$ cat src/rtl/wfg_drive_pdm.sv
// wfg_drive_pdm
//   AXI-Stream sink that turns 18-bit signed samples into a 1-bit
//   pulse-density stream with a first-order sigma-delta modulator.
//   Samples enter a one-entry prefetch buffer, are converted to offset
//   binary, and each sample is held for osr_eff modulator bits. The bit
//   period is (clkcfg_div_q_i + 1) clk cycles.
//
// Ports
//   clk                     clock
//   rst_n                   asynchronous active-low reset
//   wfg_drive_pdm_tready_o  AXI-Stream ready (enable and buffer empty)
//   wfg_drive_pdm_tvalid_i  AXI-Stream valid
//   wfg_drive_pdm_tdata_i   AXI-Stream signed sample
//   ctrl_en_q_i             block enable; low forces IDLE and clears state
//   clkcfg_div_q_i          bit period minus 1, in clk cycles
//   osr_q_i                 PDM bits per sample, 0 behaves as 1
//   pdm_o                   registered PDM bit
//   active_o                high while in RUN
//   underrun_o              one-cycle pulse when a sample boundary finds
//                           the buffer empty (current sample is repeated)
module wfg_drive_pdm #(
  parameter int unsigned DIVW = 16,
  parameter int unsigned OSRW = 8
) (
  input  logic               clk,
  input  logic               rst_n,
  output logic               wfg_drive_pdm_tready_o,
  input  logic               wfg_drive_pdm_tvalid_i,
  input  logic signed [17:0] wfg_drive_pdm_tdata_i,
  input  logic               ctrl_en_q_i,
  input  logic [DIVW-1:0]    clkcfg_div_q_i,
  input  logic [OSRW-1:0]    osr_q_i,
  output logic               pdm_o,
  output logic               active_o,
  output logic               underrun_o
);

  typedef enum logic [1:0] {
    ST_IDLE,
    ST_WAIT,
    ST_RUN
  } state_t;

  state_t            state_q;
  logic              buf_full_q;
  logic [17:0]       buf_q;
  logic [17:0]       sample_q;
  logic [17:0]       acc_q;
  logic [DIVW-1:0]   div_cnt_q;
  logic [OSRW-1:0]   bit_cnt_q;

  logic              hs;
  logic              tick;
  logic              boundary;
  logic [OSRW-1:0]   osr_last;
  logic [18:0]       sum;

  // Flipping the sign bit adds 2^17, mapping the signed range onto
  // 0 .. 2^18-1 so the accumulator carry gives the ones density directly.
  function automatic logic [17:0] to_offset(input logic signed [17:0] s);
    return {~s[17], s[16:0]};
  endfunction

  // One modulator step: bit 18 is the PDM output, bits 17:0 the new acc.
  function automatic logic [18:0] sd_step(input logic [17:0] acc,
                                          input logic [17:0] smp);
    return {1'b0, acc} + {1'b0, smp};
  endfunction

  assign wfg_drive_pdm_tready_o = ctrl_en_q_i & ~buf_full_q;
  assign hs       = wfg_drive_pdm_tvalid_i & wfg_drive_pdm_tready_o;
  assign osr_last = (osr_q_i == '0) ? '0 : osr_q_i - OSRW'(1);

  // ">=" rather than "==" so lowering a limit mid-run never lets a
  // counter run past it and wrap.
  assign tick     = (div_cnt_q >= clkcfg_div_q_i);
  assign boundary = tick & (bit_cnt_q >= osr_last);
  assign sum      = sd_step(acc_q, sample_q);

  always_ff @(posedge clk or negedge rst_n) begin
    if (!rst_n) begin
      state_q    <= ST_IDLE;
      buf_full_q <= 1'b0;
      buf_q      <= '0;
      sample_q   <= '0;
      acc_q      <= '0;
      div_cnt_q  <= '0;
      bit_cnt_q  <= '0;
      pdm_o      <= 1'b0;
      active_o   <= 1'b0;
      underrun_o <= 1'b0;
    end else if (!ctrl_en_q_i) begin
      // Disable flushes everything, including any buffered sample.
      state_q    <= ST_IDLE;
      buf_full_q <= 1'b0;
      buf_q      <= '0;
      sample_q   <= '0;
      acc_q      <= '0;
      div_cnt_q  <= '0;
      bit_cnt_q  <= '0;
      pdm_o      <= 1'b0;
      active_o   <= 1'b0;
      underrun_o <= 1'b0;
    end else begin
      underrun_o <= 1'b0;

      // Capture and consume never collide: capture needs the buffer empty,
      // consume needs it full.
      if (hs) begin
        buf_q      <= to_offset(wfg_drive_pdm_tdata_i);
        buf_full_q <= 1'b1;
      end

      case (state_q)
        ST_IDLE: begin
          state_q <= ST_WAIT;
        end

        ST_WAIT: begin
          if (buf_full_q) begin
            sample_q   <= buf_q;
            buf_full_q <= 1'b0;
            acc_q      <= '0;
            div_cnt_q  <= '0;
            bit_cnt_q  <= '0;
            state_q    <= ST_RUN;
            active_o   <= 1'b1;
          end
        end

        ST_RUN: begin
          if (tick) begin
            div_cnt_q <= '0;
            pdm_o     <= sum[18];
            acc_q     <= sum[17:0];
            if (boundary) begin
              bit_cnt_q <= '0;
              if (buf_full_q) begin
                sample_q   <= buf_q;
                buf_full_q <= 1'b0;
              end else begin
                // Starved: keep modulating the current sample.
                underrun_o <= 1'b1;
              end
            end else begin
              bit_cnt_q <= bit_cnt_q + OSRW'(1);
            end
          end else begin
            div_cnt_q <= div_cnt_q + DIVW'(1);
          end
        end

        default: begin
          state_q <= ST_IDLE;
        end
      endcase
    end
  end

endmodule

$ cat config.mk
export PLATFORM = sky130hd
export DESIGN_NAME = wfg_drive_pdm
export DESIGN_NICKNAME = d
export VERILOG_FILES = /design/src/rtl/wfg_drive_pdm.sv
export SDC_FILE = /design/constraint.sdc
export NUM_CORES = 1
export LEC_CHECK = 0
export CELL_PAD_IN_SITES_DETAIL_PLACEMENT = 1
export CELL_PAD_IN_SITES_GLOBAL_PLACEMENT = 1
export CORE_ASPECT_RATIO = 2
export CORE_MARGIN = 5
export CORE_UTILIZATION = 34
export CTS_CLUSTER_DIAMETER = 100
export DETAILED_ROUTE_END_ITERATION = 7
export HOLD_SLACK_MARGIN = 0.05
export PLACE_DENSITY = 0.68
export SKIP_CTS_REPAIR_TIMING = 1
export SLEW_MARGIN = 20
export SYNTH_ARGS = -nofsm -noshare
export SYNTH_HDL_FRONTEND = slang
export SYNTH_SLANG_ARGS = --single-unit
$ cat constraint.sdc
create_clock -name clk -period 3.31 [get_ports clk]
set_clock_uncertainty 0.2 [all_clocks]
set_input_delay 0.8275 -clock clk [delete_from_list [all_inputs] [get_ports clk]]
set_output_delay 0.8275 -clock clk [all_outputs]
set_load 0.02 [all_outputs]
# Word level (Yosys, flattened, before mapping)
# Index checks and enable logic that the tools add are counted.
# totals
register_bits	84
latchBits	0
mem_bits_rw	0
mem_bits_ro	0
inputBits	46
out_inout_bits	4
elab_cells	82
memories	0
# classes
n_addsub	4
mul	0
div_mod_pow	0
order_cmp	2
n_eq_ne	12
shifts	0
n_mux	41
bitwise	5
n_reduce_logical	8
# op_table
operator	count
2-to-1 mux 18 bit	9
one-hot mux 18 bit (2 select lines)	2
2-to-1 mux 16 bit	3
2-to-1 mux 8 bit	5
one-hot mux 16 bit (2 select lines)	1
adder 18 x 18 -> 19 bit	1
adder 16 x 1 -> 16 bit, second input constant	1
greater-or-equal comparator 16 bit	1
2-to-1 mux 1 bit	16
one-hot mux 8 bit (2 select lines)	1
inequality test 2 x 1 -> 1 bit, second input constant	5
inequality test 3 bit, second input constant	3
adder 8 x 1 -> 8 bit, second input constant	1
greater-or-equal comparator 8 bit	1
zero test 8 bit	1
AND reduction 2 bit	4
subtractor 8 x 1 -> 8 bit, second input constant	1
one-hot mux 2 bit (3 select lines)	1
AND reduction 3 bit	2
2-to-1 mux 2 bit	2
bitwise AND 1 bit	3
inequality test 3 x 1 -> 1 bit, second input constant	1
equality test 2 x 1 -> 1 bit, second input constant	1
equality test 2 bit, second input constant	1
4 further kinds	5

# Depth between registers and ports, before layout
# Gate-level depths: netlist (run 1).
# logic_depth
word_depth	9
depth_mapped	14
mapped_depth_nobuf	13

# Worst setup path after synthesis (run 1)
# No wires, ideal clock.
# synth_timing
path_type	input-to-reg
start	in osr_q_i[0]
end	reg sample_q[0]
setup_time_ns	0.125
t_arrival_ns	3.751
t_required_ns	2.985
setup_slack_ns	-0.766
path_stages	13
path_buffers	1
cell_sequence	inv_1 -> ha_1 -> nand2_1 -> or2_2 -> or4_1 -> and2_1 -> ha_1 -> nand2b_1 -> a2111oi_0 -> o31ai_1 -> a41oi_2 -> buf_6 -> mux2_2
# synth_via
elab_chain_cells	6
elab_cells_between_ends	7
classes_between	add/sub: 1; order compare: 1; eq/ne: 1; mux: 1; bitwise: 1; reduce/logical: 2
# synth_rtl
item	line	rtl
from (decl)	32	input logic [OSRW-1:0] osr_q_i,
subtractor 8 x 1 -> 8 bit / zero test 8 bit (equally long branches)	72	assign osr_last = (osr_q_i == '0) ? '0 : osr_q_i - OSRW'(1);
2-to-1 mux 8 bit (*)	72	
greater-or-equal comparator 8 bit (*)	77	assign boundary = tick & (bit_cnt_q >= osr_last);
bitwise AND 1 bit (*)	77	
inequality test 3 bit (no line) (*)	-	
AND reduction 3 bit (no line) (*)	-	
to (signal assigned)	121	sample_q <= buf_q;
to (signal assigned)	139	sample_q <= buf_q;
to (decl)	47	logic [17:0] sample_q;
# Mark *: on every way between the ends. The rest lies on a longest branch, timed or not.
# A chain may end at the register's enable or synchronous reset.

# Worst setup path in the final report (run 1)
# layout_timing
start	in osr_q_i[0]
end	reg sample_q[2]
# The elaborated chain is that of the path after synthesis.

==> results of run 1 <==
## routing by layer
| layer | track usage (%) | routed length [um] | vias up |
|---|---|---|---|
| li1 | - | - | 2188 |
| met1 | 15.88 | 5422 | 2233 |
| met2 | 32.50 | 8978 | 65 |
| met3 | 2.986 | 378 | 32 |
| met4 | 6.470 | 444 | 0 |
| met5 | 0 | 0 | - |
## power breakdown
group / switching (mW) / internal [mW] / leakage, nW / total, mW
registers: 0.0580 / 1.10 / 1.15 / 1.16
clock network: 0.417 / 0.624 / 0.145 / 1.04
logic: 0.432 / 0.356 / 2.03 / 0.787
total: 0.906 / 2.08 / 3.33 / 2.99
## logic make-up (layout without fill, tap and decap cells)
family / Yosys count / count (layout) / synth area share, %
mux: 30 / 30 / 5.862
xor+xnor: 28 / 28 / 4.614
fa+ha+maj: 50 / 50 / 11.91
buf+inv: 67 / 164 / 5.296
simple gates: 178 / 178 / 16.27
flops: 84 / 84 / 39.55
compound gates: 132 / 132 / 16.50
## Yosys cell counts, types with 3 or more instances
cell      instances
or3_1             5
nand4_1           5
or2_2             3
clkbuf_1         12
a22o_1           11
o31ai_1           9
nor2b_1           3
xnor2_1          11
a32o_1            3
a211oi_1          6
xor2_1           17
dfrtp_1          84
nand2_1          72
o21a_1            5
nor3_1            6
a21oi_1          34
mux2i_1          21
and3_1            5
and2_1            8
ha_1             49
a21o_1            6
nand3_1          12
mux2_2            9
inv_1            45
and4_1            5
buf_2             6
nor2_1           36
nand2b_1          5
o21ai_0          35
o211ai_1          8
## area by class of cell
class | count | area (um^2)
Inverter | 45 | 188.9
Tap cell | 198 | 247.7
Clock inverter | 3 | 46.29
Fill cell | 1764 | 8277
Timing Repair Buffer | 104 | 1003
Clock buffer | 12 | 256.5
Multi-Input combinational cell | 418 | 3253
Sequential cell | 84 | 2102
## state kept, by name, summed over array words and instances (netlist names)
| register | count |
|---|---|
| acc_q | 18 |
| active_o | 1 |
| bit_cnt_q | 8 |
| buf_full_q | 1 |
| buf_q | 18 |
| div_cnt_q | 16 |
| pdm_o | 1 |
| sample_q | 18 |
| state_q | 2 |
| underrun_o | 1 |
## worst reg2reg max path, stage by stage (launching register included)
cell       delay [ns]
dfrtp_1          0.39
ha_1             0.25
fa_1             0.44
a211oi_1         0.22
o21ai_0          0.23
o2111ai_1        0.45
o21ai_0          0.25
mux2i_1          0.17
a32o_1           0.27
## worst max-delay path by stage
stage	from	endpoint	cells after the start	slack, ns
final	osr_q_i[0]	sample_q[2]	15	-0.32
after global routing	osr_q_i[0]	sample_q[10]	15	-0.39
after CTS	osr_q_i[1]	bit_cnt_q[7]	16	-0.79
after detailed placement	osr_q_i[1]	sample_q[1]	14	-1.13
after global placement	osr_q_i[1]	sample_q[0]	14	-1.07
after floorplan	osr_q_i[1]	sample_q[0]	13	-0.38
==> summary.md, run 1 <==
| Metric | Value |
|---|---|
| Worst R2R Start | sample_q[0] |
| Number of port buffers | 49 |
| Grt ovf | 0 |
| Initial Util | 34.57% |
| Top delay family on crit path | simple AND/OR/NAND/NOR gates |
| Peak VDD IR | 0.2675 mV |
| Commonest non-fill, non-tap cell in the layout | dfrtp_1 |
| Worst setup EP type | flip-flop |
| Cell variety after synth | 59 |
| WHS | 0.2902 ns |
| Final Power | 2.989 mW |
| Core region area | 15370 um^2 |
| FP Rows | 64 |
| Worst R2R End | acc_q[16] |
| Share of cells above drive strength 1 | 19.67% |
| Die Width | 98.41 um |
| Number of flops mapped to enable cells by yosys | 0 |
| Min Tclk post-route | 3.628 ns |
| Gr usage total | 16.30% |
| Sequential-to-total area share from yosys stat | 39.55% |
| Top_reg_cell synth | dfrtp_1 |
| Reg clk slew, reported paths | 0.06 ns |
| Most frequent cells in the layout | dfrtp_1, nand2_1, buf_4 |
| Share of the synthesized area in the top cell type | 39.55% |
| Overall die height | 186.8 um |
| Final WL | 15.22 mm |
| Clock root buffer | clkbuf_16 |
| Antenna violations before repair | 0 |
| Worst slew pin tran | 0.6363 ns |
| RSZ-0062 raised after global routing | true |
| Slowest Stage Delay on Critical Path | 0.42 ns |
| Final hold viol count | 0 |
| Synth Net Count | 665 |
| Setup WS post-layout | -0.3184 ns |
| Status | finished, violations left |
| Cells after synthesis | 569 |
| Hold Crit Class | input pin to async pin |
| Achievable frequency | 275.6 MHz |
| Pwr dens | 421.1 nW/um^2 |
| Period utilization | 109.6% |
| Count of pins over their slew limit | 0 |
| Cell leakage power | 3.330 nW |
| Setup violators final | 28 |
| Synth warn | 0 |
| Setup CP Type | input pin to flip-flop |
| Setup TNS | -6.841 ns |
| Post-DP Area | 6446 um^2 |
| Max cap viols | 0 |
| Final GP Congestion | 0.8351 |
| P&R area growth vs syn | 33.55% |
| Pre-CTS WS | -1.133 ns |
| CTS tree | yes |
| Mapped cell area | 5315 um^2 |
| Clock Path Buffers | 2 |
| Drc violations | 0 |
| Synth Area per Inst | 9.341 um^2 |
| Worst Path Arrival | 3.66 ns |
| Final Cell Area | 7098 um^2 |
| H-tree levels | 3 |
| Failing checks | setup timing |
| Clock sink count | 84 |
| Clk_lat worst skew | 0.34 ns |
| Share of flip-flops with an asynchronous set or reset | 100.0% |
| WP buf/inv | 4 |
| Wirelength per Cell | 17.62 um |
| Largest cells by area after synthesis | dfrtp_1, ha_1, nand2_1 |
| First-pass iteration count of the detailed router | 4 |
| FF-to-FF path depth | 8 |
| Vias in the first global route | 5032 |
| Placed insts | 837 |
| Nets@finish | 758 |
| Reg2Reg Setup Slack | 0.33 ns |
| Max_slew headroom | 57.58% |
| Initial DRC Count | 115 |
| Startpoint types | input pin |
| Final std cells w/o fill | 864 |
| Crit path cell chain | buf_8, inv_8, ha_4, nand2_2, or2_4, or4_4, and2_4, ha_4, nand2b_4, a2111oi_4, o31ai_4, a41oi_2, buf_12, buf_8, mux2_4 |
| #FFs+latches synth | 84 |
| Crit-path slowest cell | or4_4 |
| ANT cells | 0 |
| Worst-path fanout max | 5 |
| Num CTS Buffers | 9 |
| First-pass GRT wire length | 24.36 mm |
| Vias | 4518 |
| Largest net degree at the start of global routing | 44 |
| Cell taking the most area after synthesis | dfrtp_1 |
| Post-DRT Antenna Nets | 0 |
| I/O Pins | 50 |
| Drt via density | 5.229 |
| Final Core Density | 46.17% |
| Die ar. | 18390 um^2 |
| Critical Path RT | 3.34 ns |
| DP HPWL | 11.31 mm |
Note: power is estimated with default switching activity, not from simulation.
==> run 2: changes to the inputs <==
--- a/config.mk
+++ b/config.mk
@@ -10,6 +10,7 @@
 export CORE_ASPECT_RATIO = 2
 export CORE_MARGIN = 5
 export CORE_UTILIZATION = 34
+export CTS_BUF_LIST = sky130_fd_sc_hd__clkbuf_4 sky130_fd_sc_hd__clkbuf_8 sky130_fd_sc_hd__clkbuf_16
 export CTS_CLUSTER_DIAMETER = 100
 export DETAILED_ROUTE_END_ITERATION = 7
 export HOLD_SLACK_MARGIN = 0.05
@@ -19,3 +20,4 @@
 export SYNTH_ARGS = -nofsm -noshare
 export SYNTH_HDL_FRONTEND = slang
 export SYNTH_SLANG_ARGS = --single-unit
+export TNS_END_PERCENT = 1
==> run 2 against run 1 <==
The flow still finishes with violations (setup timing). Critical path type unchanged. Largest cell class unchanged. Clock power up 5%. Non-clock buffer count down 8. Highest routed layer unchanged. Combinational power down 7.1%. Sequential share of layout area up 1.1 points.
==> summary.md, run 2 (synthesis gave the netlist of run 1 again) <==
| Metric | Value |
|---|---|
| WHS | 0.2490 ns |
| Worst slew pin tran | 0.7543 ns |
| Most frequent cells in the layout | dfrtp_1, nand2_1, ha_1 |
| Count of pins over their slew limit | 0 |
| Initial DRC Count | 97 |
| Antenna violations before repair | 0 |
| Final WL | 14.38 mm |
| FP Rows | 64 |
| Grt ovf | 0 |
| Post-DRT Antenna Nets | 0 |
| Gr usage total | 16.07% |
| Die ar. | 18390 um^2 |
| Period utilization | 112.3% |
| Drt via density | 5.194 |
| Failing checks | setup timing |
| Pwr dens | 436.6 nW/um^2 |
| FF-to-FF path depth | 8 |
| Nets@finish | 750 |
| Final Power | 2.985 mW |
| Share of cells above drive strength 1 | 15.81% |
| Clock root buffer | clkbuf_16 |
| Clock Path Buffers | 2 |
| Biggest regs | acc_q: 18 flops, buf_q: 18 flops, sample_q: 18 flops |
| Peak VDD IR | 0.2825 mV |
| Vias in the first global route | 5030 |
| GRT busiest layer | met2 |
| Met3 Track Usage GR | 2.240% |
| Number of port buffers | 49 |
| Initial Util | 34.57% |
| CTS tree | yes |
| Startpoint types | input pin |
| Cell leakage power | 3.265 nW |
| Largest net degree at the start of global routing | 50 |
| Critical Path RT | 3.33 ns |
| Max cap viols | 0 |
| Achievable frequency | 269.0 MHz |
| P&R area growth vs syn | 28.65% |
| ANT cells | 0 |
| Pre-CTS WS | -1.109 ns |
| Reg clk slew, reported paths | 0.06 ns |
| Final Core Density | 44.47% |
| Worst-path fanout max | 6 |
| Final GP Congestion | 0.8232 |
| Setup WS post-layout | -0.4071 ns |
| Met2 usage | 33.26% |
| CP startpoint | osr_q_i[0] |
| Grt met1 use | 14.88% |
| Final Cell Area | 6838 um^2 |
| Max_slew headroom | 49.18% |
| Placed insts | 833 |
| Wirelength per Cell | 16.80 um |
| Worst R2R End | acc_q[16] |
| Setup crit end | sample_q[2] |
| Vias | 4446 |
| I/O Pins | 50 |
| Worst setup EP type | flip-flop |
| Final hold viol count | 0 |
| Setup TNS | -7.483 ns |
| DP HPWL | 11.22 mm |
| Min Tclk post-route | 3.717 ns |
| Core region area | 15370 um^2 |
| Post-DP Area | 6371 um^2 |
| Die Width | 98.41 um |
| Hold Crit Class | input pin to async pin |
| Overall die height | 186.8 um |
| Drc violations | 0 |
| Commonest non-fill, non-tap cell in the layout | dfrtp_1 |
| Clock sink count | 84 |
| RSZ-0062 raised after global routing | true |
| Worst R2R Start | sample_q[0] |
| Setup CP Type | input pin to flip-flop |
| First-pass GRT wire length | 24.03 mm |
| Status | finished, violations left |
| Num CTS Buffers | 9 |
| H-tree levels | 3 |
| Clk_lat worst skew | 0.34 ns |
| Final std cells w/o fill | 856 |
| First-pass iteration count of the detailed router | 4 |
| Setup violators final | 27 |
| Reg2Reg Setup Slack | 0.32 ns |
| Worst Path Arrival | 3.74 ns |
run 2: cell types whose count changed in the layout (fill, tap and decap cells not counted), moves of 3 or more:
cell     change
ha_1         +6
a21oi_1      +3
ha_4         -6
buf_6        -5
run 2: layout make-up:
type / instances / area, um^2
Clock buffer: 11 / 246.5
Clock inverter: 4 / 73.82
Fill cell: 1810 / 8537
Inverter: 45 / 178.9
Multi-Input combinational cell: 418 / 3084
Sequential cell: 84 / 2102
Tap cell: 198 / 247.7
Timing Repair Buffer: 96 / 904.6
run 2: how the worst min path moves through the flow:
stage                     slack (ns)  cells past startpoint   endpoint
after floorplan                 0.25                      2   acc_q[2]
after global placement          0.27                      2   acc_q[0]
after detailed placement        0.29                      1  acc_q[16]
after CTS                       0.26                      1   buf_q[2]
after global routing            0.28                      1   buf_q[2]
final                           0.25                      1   buf_q[2]
run 2: where the power goes:
| part | leakage (nW) | total, mW | switching, mW | internal, mW |
|---|---|---|---|---|
| Clock | 0.159 | 1.09 | 0.404 | 0.686 |
| Combinational | 1.95 | 0.731 | 0.405 | 0.325 |
| Sequential | 1.15 | 1.16 | 0.0614 | 1.10 |
run 2: metal layers:
metal  vias up  wire, um  share of wire, %
li1       2168         -                 -
met1      2193      4882                34
met2        60      8775                61
met3        25       319               2.2
met4         0       405               2.8
met5         -         0                 0
run 2: worst max-delay path: stages:
cell       delay, ns
buf_8           0.10
clkinv_4        0.04
ha_4            0.13
nand2_2         0.06
or2_4           0.23
or4_4           0.44
and2_4          0.19
ha_4            0.20
nand2b_4        0.14
a2111oi_4       0.41
o31ai_4         0.14
a41oi_4         0.35
buf_12          0.19
mux2_4          0.30
